<file path="src/rtl/wb_pkg.sv">
// Shared types and constants for the writeback stage: FSM states, CSR numbers
// whose writes change address translation, and TLB op bit positions.
package wb_pkg;

   typedef enum logic [1:0] {
      ST_IDLE      = 2'd0,
      ST_RUN       = 2'd1,
      ST_TLB_ISSUE = 2'd2,
      ST_TLB_WAIT  = 2'd3
   } wb_state_e;

   localparam logic [13:0] CSR_CRMD = 14'h000;
   localparam logic [13:0] CSR_ASID = 14'h018;
   localparam logic [13:0] CSR_DMW0 = 14'h180;
   localparam logic [13:0] CSR_DMW1 = 14'h181;

   // bit positions inside the 3-bit {tlbwr, tlbfill, tlbrd} op field
   localparam int TLB_OP_WR   = 2;
   localparam int TLB_OP_FILL = 1;
   localparam int TLB_OP_RD   = 0;

endpackage

</file>
<file path="src/rtl/wb_stage_tlbwait.sv">
// Writeback stage: commits GPR/CSR writes, reports exceptions/ertn, and holds
// TLB ops in a req/ack handshake before raising a refetch flush.
//
// state        | meaning
// ST_IDLE      | no entry held
// ST_RUN       | entry held, non-TLB or faulting; commits this cycle
// ST_TLB_ISSUE | TLB entry, first cycle (CSR settle, no request yet)
// ST_TLB_WAIT  | tlb_req outstanding, commits on tlb_ack
module wb_stage_tlbwait
   import wb_pkg::*;
#(
   parameter int XLEN      = 32,
   parameter int RADDR_W   = 5,
   parameter int CSR_NUM_W = 14,
   parameter int EXC_W     = 6,
   parameter int CNT_W     = 32
) (
   input  logic                 clk,
   input  logic                 reset,
   input  logic                 mem_to_wb_valid,
   output logic                 wb_allowin,
   input  logic [XLEN-1:0]      mem_pc,
   input  logic                 mem_rf_we,
   input  logic [RADDR_W-1:0]   mem_rf_waddr,
   input  logic [XLEN-1:0]      mem_rf_wdata,
   input  logic                 mem_csr_re,
   input  logic                 mem_csr_we,
   input  logic [CSR_NUM_W-1:0] mem_csr_num,
   input  logic [XLEN-1:0]      mem_csr_mask,
   input  logic [XLEN-1:0]      mem_csr_wvalue,
   input  logic [EXC_W-1:0]     mem_exc,
   input  logic                 mem_ertn,
   input  logic [XLEN-1:0]      mem_fault_vaddr,
   input  logic [2:0]           mem_tlb_op,
   output logic                 wb_valid,
   output logic                 rf_we,
   output logic [RADDR_W-1:0]   rf_waddr,
   output logic [XLEN-1:0]      rf_wdata,
   output logic                 fwd_valid,
   output logic [RADDR_W-1:0]   fwd_addr,
   output logic [XLEN-1:0]      fwd_data,
   output logic                 csr_re,
   output logic [CSR_NUM_W-1:0] csr_num,
   input  logic [XLEN-1:0]      csr_rvalue,
   output logic                 csr_we,
   output logic [XLEN-1:0]      csr_wmask,
   output logic [XLEN-1:0]      csr_wvalue,
   output logic [EXC_W-1:0]     wb_exc,
   output logic [XLEN-1:0]      wb_fault_vaddr,
   output logic                 ertn_flush,
   output logic                 tlb_req,
   output logic [2:0]           tlb_op,
   input  logic                 tlb_ack,
   output logic                 refetch_flush,
   output logic [XLEN-1:0]      refetch_pc,
   output logic [CNT_W-1:0]     retire_cnt
);

   wb_state_e            state_q, state_d;
   logic [XLEN-1:0]      pc_q, pc_d;
   logic                 rf_we_q, rf_we_d;
   logic [RADDR_W-1:0]   rf_waddr_q, rf_waddr_d;
   logic [XLEN-1:0]      rf_wdata_q, rf_wdata_d;
   logic                 csr_re_q, csr_re_d;
   logic                 csr_we_q, csr_we_d;
   logic [CSR_NUM_W-1:0] csr_num_q, csr_num_d;
   logic [XLEN-1:0]      csr_mask_q, csr_mask_d;
   logic [XLEN-1:0]      csr_wvalue_q, csr_wvalue_d;
   logic [EXC_W-1:0]     exc_q, exc_d;
   logic                 ertn_q, ertn_d;
   logic [XLEN-1:0]      fault_vaddr_q, fault_vaddr_d;
   logic [2:0]           tlb_op_q, tlb_op_d;
   logic [CNT_W-1:0]     retire_cnt_q, retire_cnt_d;

   logic ready_go, commit, exc_none, xlate_csr, refetch, flush_any, accept;

   always_comb begin
      ready_go = 1'b0;
      case (state_q)
         ST_RUN:      ready_go = 1'b1;
         ST_TLB_WAIT: ready_go = tlb_ack;
         default:     ready_go = 1'b0;
      endcase
   end

   assign wb_valid   = (state_q != ST_IDLE);
   assign commit     = wb_valid & ready_go;
   assign exc_none   = (exc_q == '0);
   assign xlate_csr  = (csr_num_q == CSR_NUM_W'(CSR_CRMD)) | (csr_num_q == CSR_NUM_W'(CSR_ASID))
                     | (csr_num_q == CSR_NUM_W'(CSR_DMW0)) | (csr_num_q == CSR_NUM_W'(CSR_DMW1));
   assign refetch    = exc_none & ((tlb_op_q != 3'b000) | (csr_we_q & xlate_csr));
   assign flush_any  = commit & (~exc_none | ertn_q | refetch);
   // a flushing commit must not let the squashed younger entry in
   assign wb_allowin = ~wb_valid | (ready_go & ~flush_any);
   assign accept     = mem_to_wb_valid & wb_allowin;

   always_comb begin
      state_d       = state_q;
      pc_d          = pc_q;
      rf_we_d       = rf_we_q;
      rf_waddr_d    = rf_waddr_q;
      rf_wdata_d    = rf_wdata_q;
      csr_re_d      = csr_re_q;
      csr_we_d      = csr_we_q;
      csr_num_d     = csr_num_q;
      csr_mask_d    = csr_mask_q;
      csr_wvalue_d  = csr_wvalue_q;
      exc_d         = exc_q;
      ertn_d        = ertn_q;
      fault_vaddr_d = fault_vaddr_q;
      tlb_op_d      = tlb_op_q;
      retire_cnt_d  = retire_cnt_q;
      if (commit & exc_none)
         retire_cnt_d = retire_cnt_q + CNT_W'(1);
      if (accept) begin
         pc_d          = mem_pc;
         rf_we_d       = mem_rf_we;
         rf_waddr_d    = mem_rf_waddr;
         rf_wdata_d    = mem_rf_wdata;
         csr_re_d      = mem_csr_re;
         csr_we_d      = mem_csr_we;
         csr_num_d     = mem_csr_num;
         csr_mask_d    = mem_csr_mask;
         csr_wvalue_d  = mem_csr_wvalue;
         exc_d         = mem_exc;
         ertn_d        = mem_ertn;
         fault_vaddr_d = mem_fault_vaddr;
         tlb_op_d      = mem_tlb_op;
         state_d       = ((mem_tlb_op != 3'b000) && (mem_exc == '0)) ? ST_TLB_ISSUE : ST_RUN;
      end else if (commit) begin
         state_d = ST_IDLE;
      end else if (state_q == ST_TLB_ISSUE) begin
         state_d = ST_TLB_WAIT;
      end
   end

   always_ff @(posedge clk) begin
      if (reset) begin
         state_q       <= ST_IDLE;
         pc_q          <= '0;
         rf_we_q       <= 1'b0;
         rf_waddr_q    <= '0;
         rf_wdata_q    <= '0;
         csr_re_q      <= 1'b0;
         csr_we_q      <= 1'b0;
         csr_num_q     <= '0;
         csr_mask_q    <= '0;
         csr_wvalue_q  <= '0;
         exc_q         <= '0;
         ertn_q        <= 1'b0;
         fault_vaddr_q <= '0;
         tlb_op_q      <= 3'b000;
         retire_cnt_q  <= '0;
      end else begin
         state_q       <= state_d;
         pc_q          <= pc_d;
         rf_we_q       <= rf_we_d;
         rf_waddr_q    <= rf_waddr_d;
         rf_wdata_q    <= rf_wdata_d;
         csr_re_q      <= csr_re_d;
         csr_we_q      <= csr_we_d;
         csr_num_q     <= csr_num_d;
         csr_mask_q    <= csr_mask_d;
         csr_wvalue_q  <= csr_wvalue_d;
         exc_q         <= exc_d;
         ertn_q        <= ertn_d;
         fault_vaddr_q <= fault_vaddr_d;
         tlb_op_q      <= tlb_op_d;
         retire_cnt_q  <= retire_cnt_d;
      end
   end

   assign rf_we          = commit & exc_none & rf_we_q;
   assign rf_waddr       = rf_waddr_q;
   assign rf_wdata       = csr_re_q ? csr_rvalue : rf_wdata_q;
   assign fwd_valid      = wb_valid & rf_we_q & exc_none;
   assign fwd_addr       = rf_waddr_q;
   assign fwd_data       = rf_wdata;
   assign csr_re         = wb_valid & csr_re_q;
   assign csr_num        = csr_num_q;
   assign csr_we         = commit & exc_none & csr_we_q;
   assign csr_wmask      = csr_mask_q;
   assign csr_wvalue     = csr_wvalue_q;
   assign wb_exc         = commit ? exc_q : '0;
   assign wb_fault_vaddr = fault_vaddr_q;
   assign ertn_flush     = commit & ertn_q & exc_none;
   assign tlb_req        = (state_q == ST_TLB_WAIT);
   assign tlb_op         = tlb_req ? tlb_op_q : 3'b000;
   assign refetch_flush  = commit & refetch;
   assign refetch_pc     = pc_q + XLEN'(4);
   assign retire_cnt     = retire_cnt_q;

endmodule

</file>
<file path="config.mk">
export PLATFORM = sky130hd
export DESIGN_NAME = wb_stage_tlbwait
export DESIGN_NICKNAME = d
export VERILOG_FILES = /design/src/rtl/wb_pkg.sv /design/src/rtl/wb_stage_tlbwait.sv
export SDC_FILE = /design/constraint.sdc
export NUM_CORES = 1
export LEC_CHECK = 0
export BUFFER_PORTS_ARGS = -buffer_cell sky130_fd_sc_hd__buf_4
export CORE_ASPECT_RATIO = 0.9
export CORE_UTILIZATION = 25
export CTS_BUF_LIST = sky130_fd_sc_hd__clkbuf_4 sky130_fd_sc_hd__clkbuf_8
export CTS_CLUSTER_DIAMETER = 80
export DETAILED_ROUTE_END_ITERATION = 16
export PLACE_DENSITY = 0.54
export SLEW_MARGIN = 30
export SYNTH_ARGS = -nofsm -noshare
export SYNTH_HDL_FRONTEND = slang
export SYNTH_SLANG_ARGS = --single-unit
</file>
<file path="constraint.sdc">
create_clock -name clk -period 2.75 [get_ports clk]
set_input_delay 0.6875 -clock clk [delete_from_list [all_inputs] [get_ports clk]]
set_output_delay 0.6875 -clock clk [all_outputs]
set_load 0.05 [all_outputs]
</file>
== After elaboration in Yosys (flattened, before gate mapping) ==
Cells that the tools add are included.
Storage, ports and cells
  flip-flop bits (word level): 226
  input port bits: 228
  output and inout bits: 266
  word-level logic and storage cells: 64
Cells by class
  $add $sub $neg: 2
  eq/ne operators: 6
  muxes and demuxes: 8
  bitwise operators: 25
  reductions and logical operators: 8
Operator list (count)
  adder 32 x 1 -> 32 bit (second input constant): 1
  adder 32 x 3 -> 32 bit (second input constant): 1
  2-to-1 mux 32 bit: 1
  equality test 14 x 9 -> 1 bit (second input constant): 2
  bitwise AND 1 bit: 15
  equality test 14 x 5 -> 1 bit (second input constant): 1
  logical NOT 14 bit: 1
  logical NOT 6 bit: 2
  nonzero test 3 bit: 3
  2-to-1 mux 2 bit: 4
  OR 1 bit: 7
  2-to-1 mux 6 bit: 1
  equality test 2 bit (second input constant): 2
  2-to-1 mux 3 bit: 1
  inverter 1 bit: 3
  equality test 2 x 1 -> 1 bit (second input constant): 1
  case mux 1 bit (2 select lines): 1
  nonzero test 2 bit: 1
  logical AND 1 bit: 1

== Longest topological paths before layout ==
  depth in word-level cells: 14
  mapped depth: 8
  depth with buffers taken out: 6

== Worst setup path after synthesis ==
Ideal clock, no wire load.
  path type: register -> output
  from: register pc_q[2]
  to: output refetch_pc[24]
  data arrival time: 2.416 ns
  required time: 2.062 ns
  setup slack: -0.354 ns
  stages on the path, launching flop included: 8
  path buffers: 1
  cell sequence: dfxtp_1 -> ha_1 -> nand3_1 -> or3_1 -> clkbuf_1 -> nor3_1 -> nand3_1 -> xnor2_1
On the way
  longest elaborated chain between the ends: 1
RTL lines
  start: declaration: RTL line wb_stage_tlbwait.sv:60  | logic [XLEN-1:0] pc_q, pc_d;
  start signal: assignment: RTL line wb_stage_tlbwait.sv:156  | pc_q <= pc_d;
  adder 32 x 3 -> 32 bit: RTL line wb_stage_tlbwait.sv:190  | assign refetch_pc = pc_q + XLEN'(4);
  end: declaration: RTL line wb_stage_tlbwait.sv:55  | output logic [XLEN-1:0] refetch_pc,
Every way passes these cells.

== Worst setup path in the final report ==
  from: register pc_q[12]
  to: output refetch_pc[31]
The elaborated chain is that of the path after synthesis.

==> metrics <==
pwr/cell area just under 600 mW/mm^2; WL per Instance around 16 um; # hold bufs at CTS 0; Placer Congestion between 0.7 and 0.8; area grow syn2layout 51.5%; Adder-Cell Fraction of Synth Area 0.00214; Worst R2R Start exc_q[2]; Top FF cell, synth dfxtp_1; final cycle utilization of the critical path 1.07; TritonCTS clock tree done; Total Routed Length 37.7 mm; via count about 10000; Via density ~4.3; final worst setup slack -0.190 ns; FFs w/ async S/R, synth 0; Initial DRT Pass Iterations 4; arrival time at the worst endpoint 2.25 ns; Worst Setup Path Type reg -> out; synthesized area approximately 0.012 mm^2; # IOs 494; crit path from pc_q[12]; GRT Total Usage 0.151; drt first-iter violations 295; ANT nets after route 0; Setup crit start kind register; Leakage 8.00 nW; CTS root buffer clkbuf_8; Mapped Cells roughly 1200; worst skew pair latency 0.58 ns; Compound-Gate Fraction of Synth Area 0.0126; Max Fclk 340 MHz; NumNets Final 1948; failing checks setup timing; sequential share of the synthesized area 0.387; Final min period 2.94 ns; Finish-stage setup viols 17; CTS clk-pin slew, worst paths 0.06 ns; FF+latch count, synth 226; CP Capture Type output pin; port bufs 493; Yosys cell types 44; run status finished, violations left; clk sinks 226; Die H 207 um; footprint of the multi-input gates 0.00680 mm^2; share of layout cells above drive strength 1 0.438; unrepaired setup endpoints after global routing true; Num CTS Buffers 45; Clock Path Buffers 3; EDFF count, synth 0; largest net degree at the start of global routing 119; area of placed instances ~0.016 mm^2; Worst Hold Class in -> reg; worst clock skew 0.0189 ns; Inserted Diodes 0; initial antenna violation count 1; mean area per synthesized cell 9.50 um^2; filler instances 4633; Max-Cap Viols 0; max-slew violations 0; final core occ 0.387; Max Fanout on Critical Path 2; Hold Violations, Final 0; XOR/XNOR Fraction of Synth Area 0.0330; global-route wire length before repair between 50 and 60 mm; Die Area roughly 0.048 mm^2; Syn Nets 1459; Core Region 0.0457 mm^2; worst vdd ir 0.000284 V; vias in the first global route between 10000 and 15000; post-route cell area 0.0177 mm^2; Synth Warn # 0; worst hold start mem_pc[23]; Die Wd 230 um; post-synthesis mux area share 0.202; total gr overflow 0; Residual DRC 0; Detailed Place HPWL about 28 mm; Post-Synth Simple-Gate Area 0.296; largest family of logic cells by synthesized area simple AND/OR/NAND/NOR gates; WP data required 2.06 ns; initial core utilization 0.255; H-Tree Level Count 2; Seq. cell area 0.00457 mm^2; worst slew pin tran 0.798 ns; Max-slew headroom 0.462; row cnt 74
-- cell families after synthesis --
| family | Yosys count |
|---|---|
| and+or+nand+nor | 575 |
| DFF | 226 |
| buffers and inverters | 129 |
| AOI/OAI and AO/OA | 22 |
| xor gates and xnor gates | 44 |
| muxes | 231 |
| adders and majority gates | 2 |
-- power breakdown --
| part | internal, mW | leakage (nW) | switching, mW | total (mW) |
|---|---|---|---|---|
| clock | 2.29 | 0.533 | 1.54 | 3.84 |
| sequential | 3.50 | 1.87 | 0.167 | 3.67 |
| combinational | 1.10 | 5.60 | 1.66 | 2.75 |
-- worst max-delay path: stages (launching register included) --
cell,delay (ns)
dfxtp_4,0.34
and4_4,0.24
nand4_1,0.22
nor4_4,0.36
buf_4,0.16
xor2_1,0.15
buf_4,0.22
-- per-stage QoR --
step	TNS (ns)	total power, mW	hold slack, ns	cells	setup slack, ns
5_1_grt	-4.76	10.8	0.318	2360	-0.324
6_report	-1.91	10.3	0.367	2360	-0.190
3_3_place_gp	0	6.42	0.458	2260	0.168
4_1_cts	-5.01	10.5	0.284	2351	-0.387
3_5_place_dp	0	6.44	0.463	2260	0.106
2_1_floorplan	-0.126	5.54	0.446	1229	-0.0729
-- placed cells by master (no fill, tap or decap), drive strengths merged, types with 2 or more instances in the layout --
cell      instances
nor4             11
nor3             16
a31o              3
and4             11
clkbuf           74
nor2             43
nor2b            10
xor2             12
a21oi             5
bufinv            2
and3             11
o31ai             3
buf             560
ha                2
and2              7
mux2             39
nand3            20
xnor2            32
or4               5
dfxtp           226
inv              10
mux2i           192
clkinv            4
nand2            31
nand4            14
nand2b          388
clkinvlp          2
o21ai             7
or3               3
-- per-layer routing --
| layer | vias up | GRT usage | part of all wire |
|---|---|---|---|
| met4 | 2 | 0.0585 | 0.028 |
| met3 | 62 | 0.0542 | 0.086 |
| met5 | - | 0 | 0.00040 |
| met1 | 4621 | 0.179 | 0.42 |
| li1 | 5013 | - | - |
| met2 | 368 | 0.248 | 0.46 |
-- synthesized netlist by cell type (2+ instances only) --
| cell | instances | area share |
|---|---|---|
| o21ai_0 | 7 | 0.0030 |
| a31o_2 | 3 | 0.0023 |
| nand3_1 | 20 | 0.0086 |
| buf_4 | 41 | 0.026 |
| or3_1 | 3 | 0.0016 |
| and4_1 | 11 | 0.0083 |
| inv_1 | 10 | 0.0032 |
| dfxtp_1 | 226 | 0.39 |
| o31ai_1 | 2 | 0.0013 |
| ha_1 | 2 | 0.0021 |
| nand2_1 | 31 | 0.010 |
| mux2_2 | 39 | 0.038 |
| nor2_1 | 43 | 0.014 |
| nand4_1 | 13 | 0.0070 |
| mux2i_1 | 192 | 0.16 |
| xnor2_1 | 32 | 0.024 |
| clkbuf_1 | 55 | 0.018 |
| a21oi_1 | 5 | 0.0021 |
| buf_2 | 2 | 0.00086 |
| nor2b_1 | 10 | 0.0054 |
| nor3_1 | 15 | 0.0064 |
| or4_1 | 4 | 0.0026 |
| xor2_1 | 12 | 0.0090 |
| nor4_1 | 10 | 0.0054 |
| and2_1 | 7 | 0.0037 |
| buf_1 | 2 | 0.00064 |
| nand2b_1 | 388 | 0.21 |
| and3_1 | 10 | 0.0054 |
| buf_6 | 19 | 0.018 |
-- sequential cells by signal, summed over array words and instances, names as in the netlist --
name / flops
retire_cnt: 32
csr_wmask: 32
csr_num: 14
wb_fault_vaddr: 32
rf_we_q: 1
tlb_op_q: 3
ertn_q: 1
pc_q: 32
rf_wdata_q: 32
csr_we_q: 1
exc_q: 6
csr_wvalue: 32
csr_re_q: 1
state_q: 2
fwd_addr: 5
-- layout make-up --
| type | count | share of cell area |
|---|---|---|
| tap | 608 | 0.0430 |
| multi-input combinational | 874 | 0.384 |
| sequential | 226 | 0.259 |
| timing repair buffer | 561 | 0.255 |
| clock inverter | 8 | 0.00538 |
| inverter | 10 | 0.00212 |
| clock buffer | 73 | 0.0519 |
-- final timing paths --
| path | end | slack [ns] | cells past startpoint |
|---|---|---|---|
| max | refetch_pc[31] | -0.19 | 6 |
| min | pc_q[23] | 0.37 | 3 |
| max reg2reg | retire_cnt[30] | 0.27 | 8 |
| min reg2reg | rf_wdata_q[31] | 0.47 | 2 |
-- timing repair --
action                                  in CTS  in global routing
gates resized for setup                     89                 31
endpoints found under the setup margin      30                 25
hold endpoints to repair                     0                  0
setup buffers                               10                  9
pin swaps                                   20                 18
(Power assumes the default switching activity.)
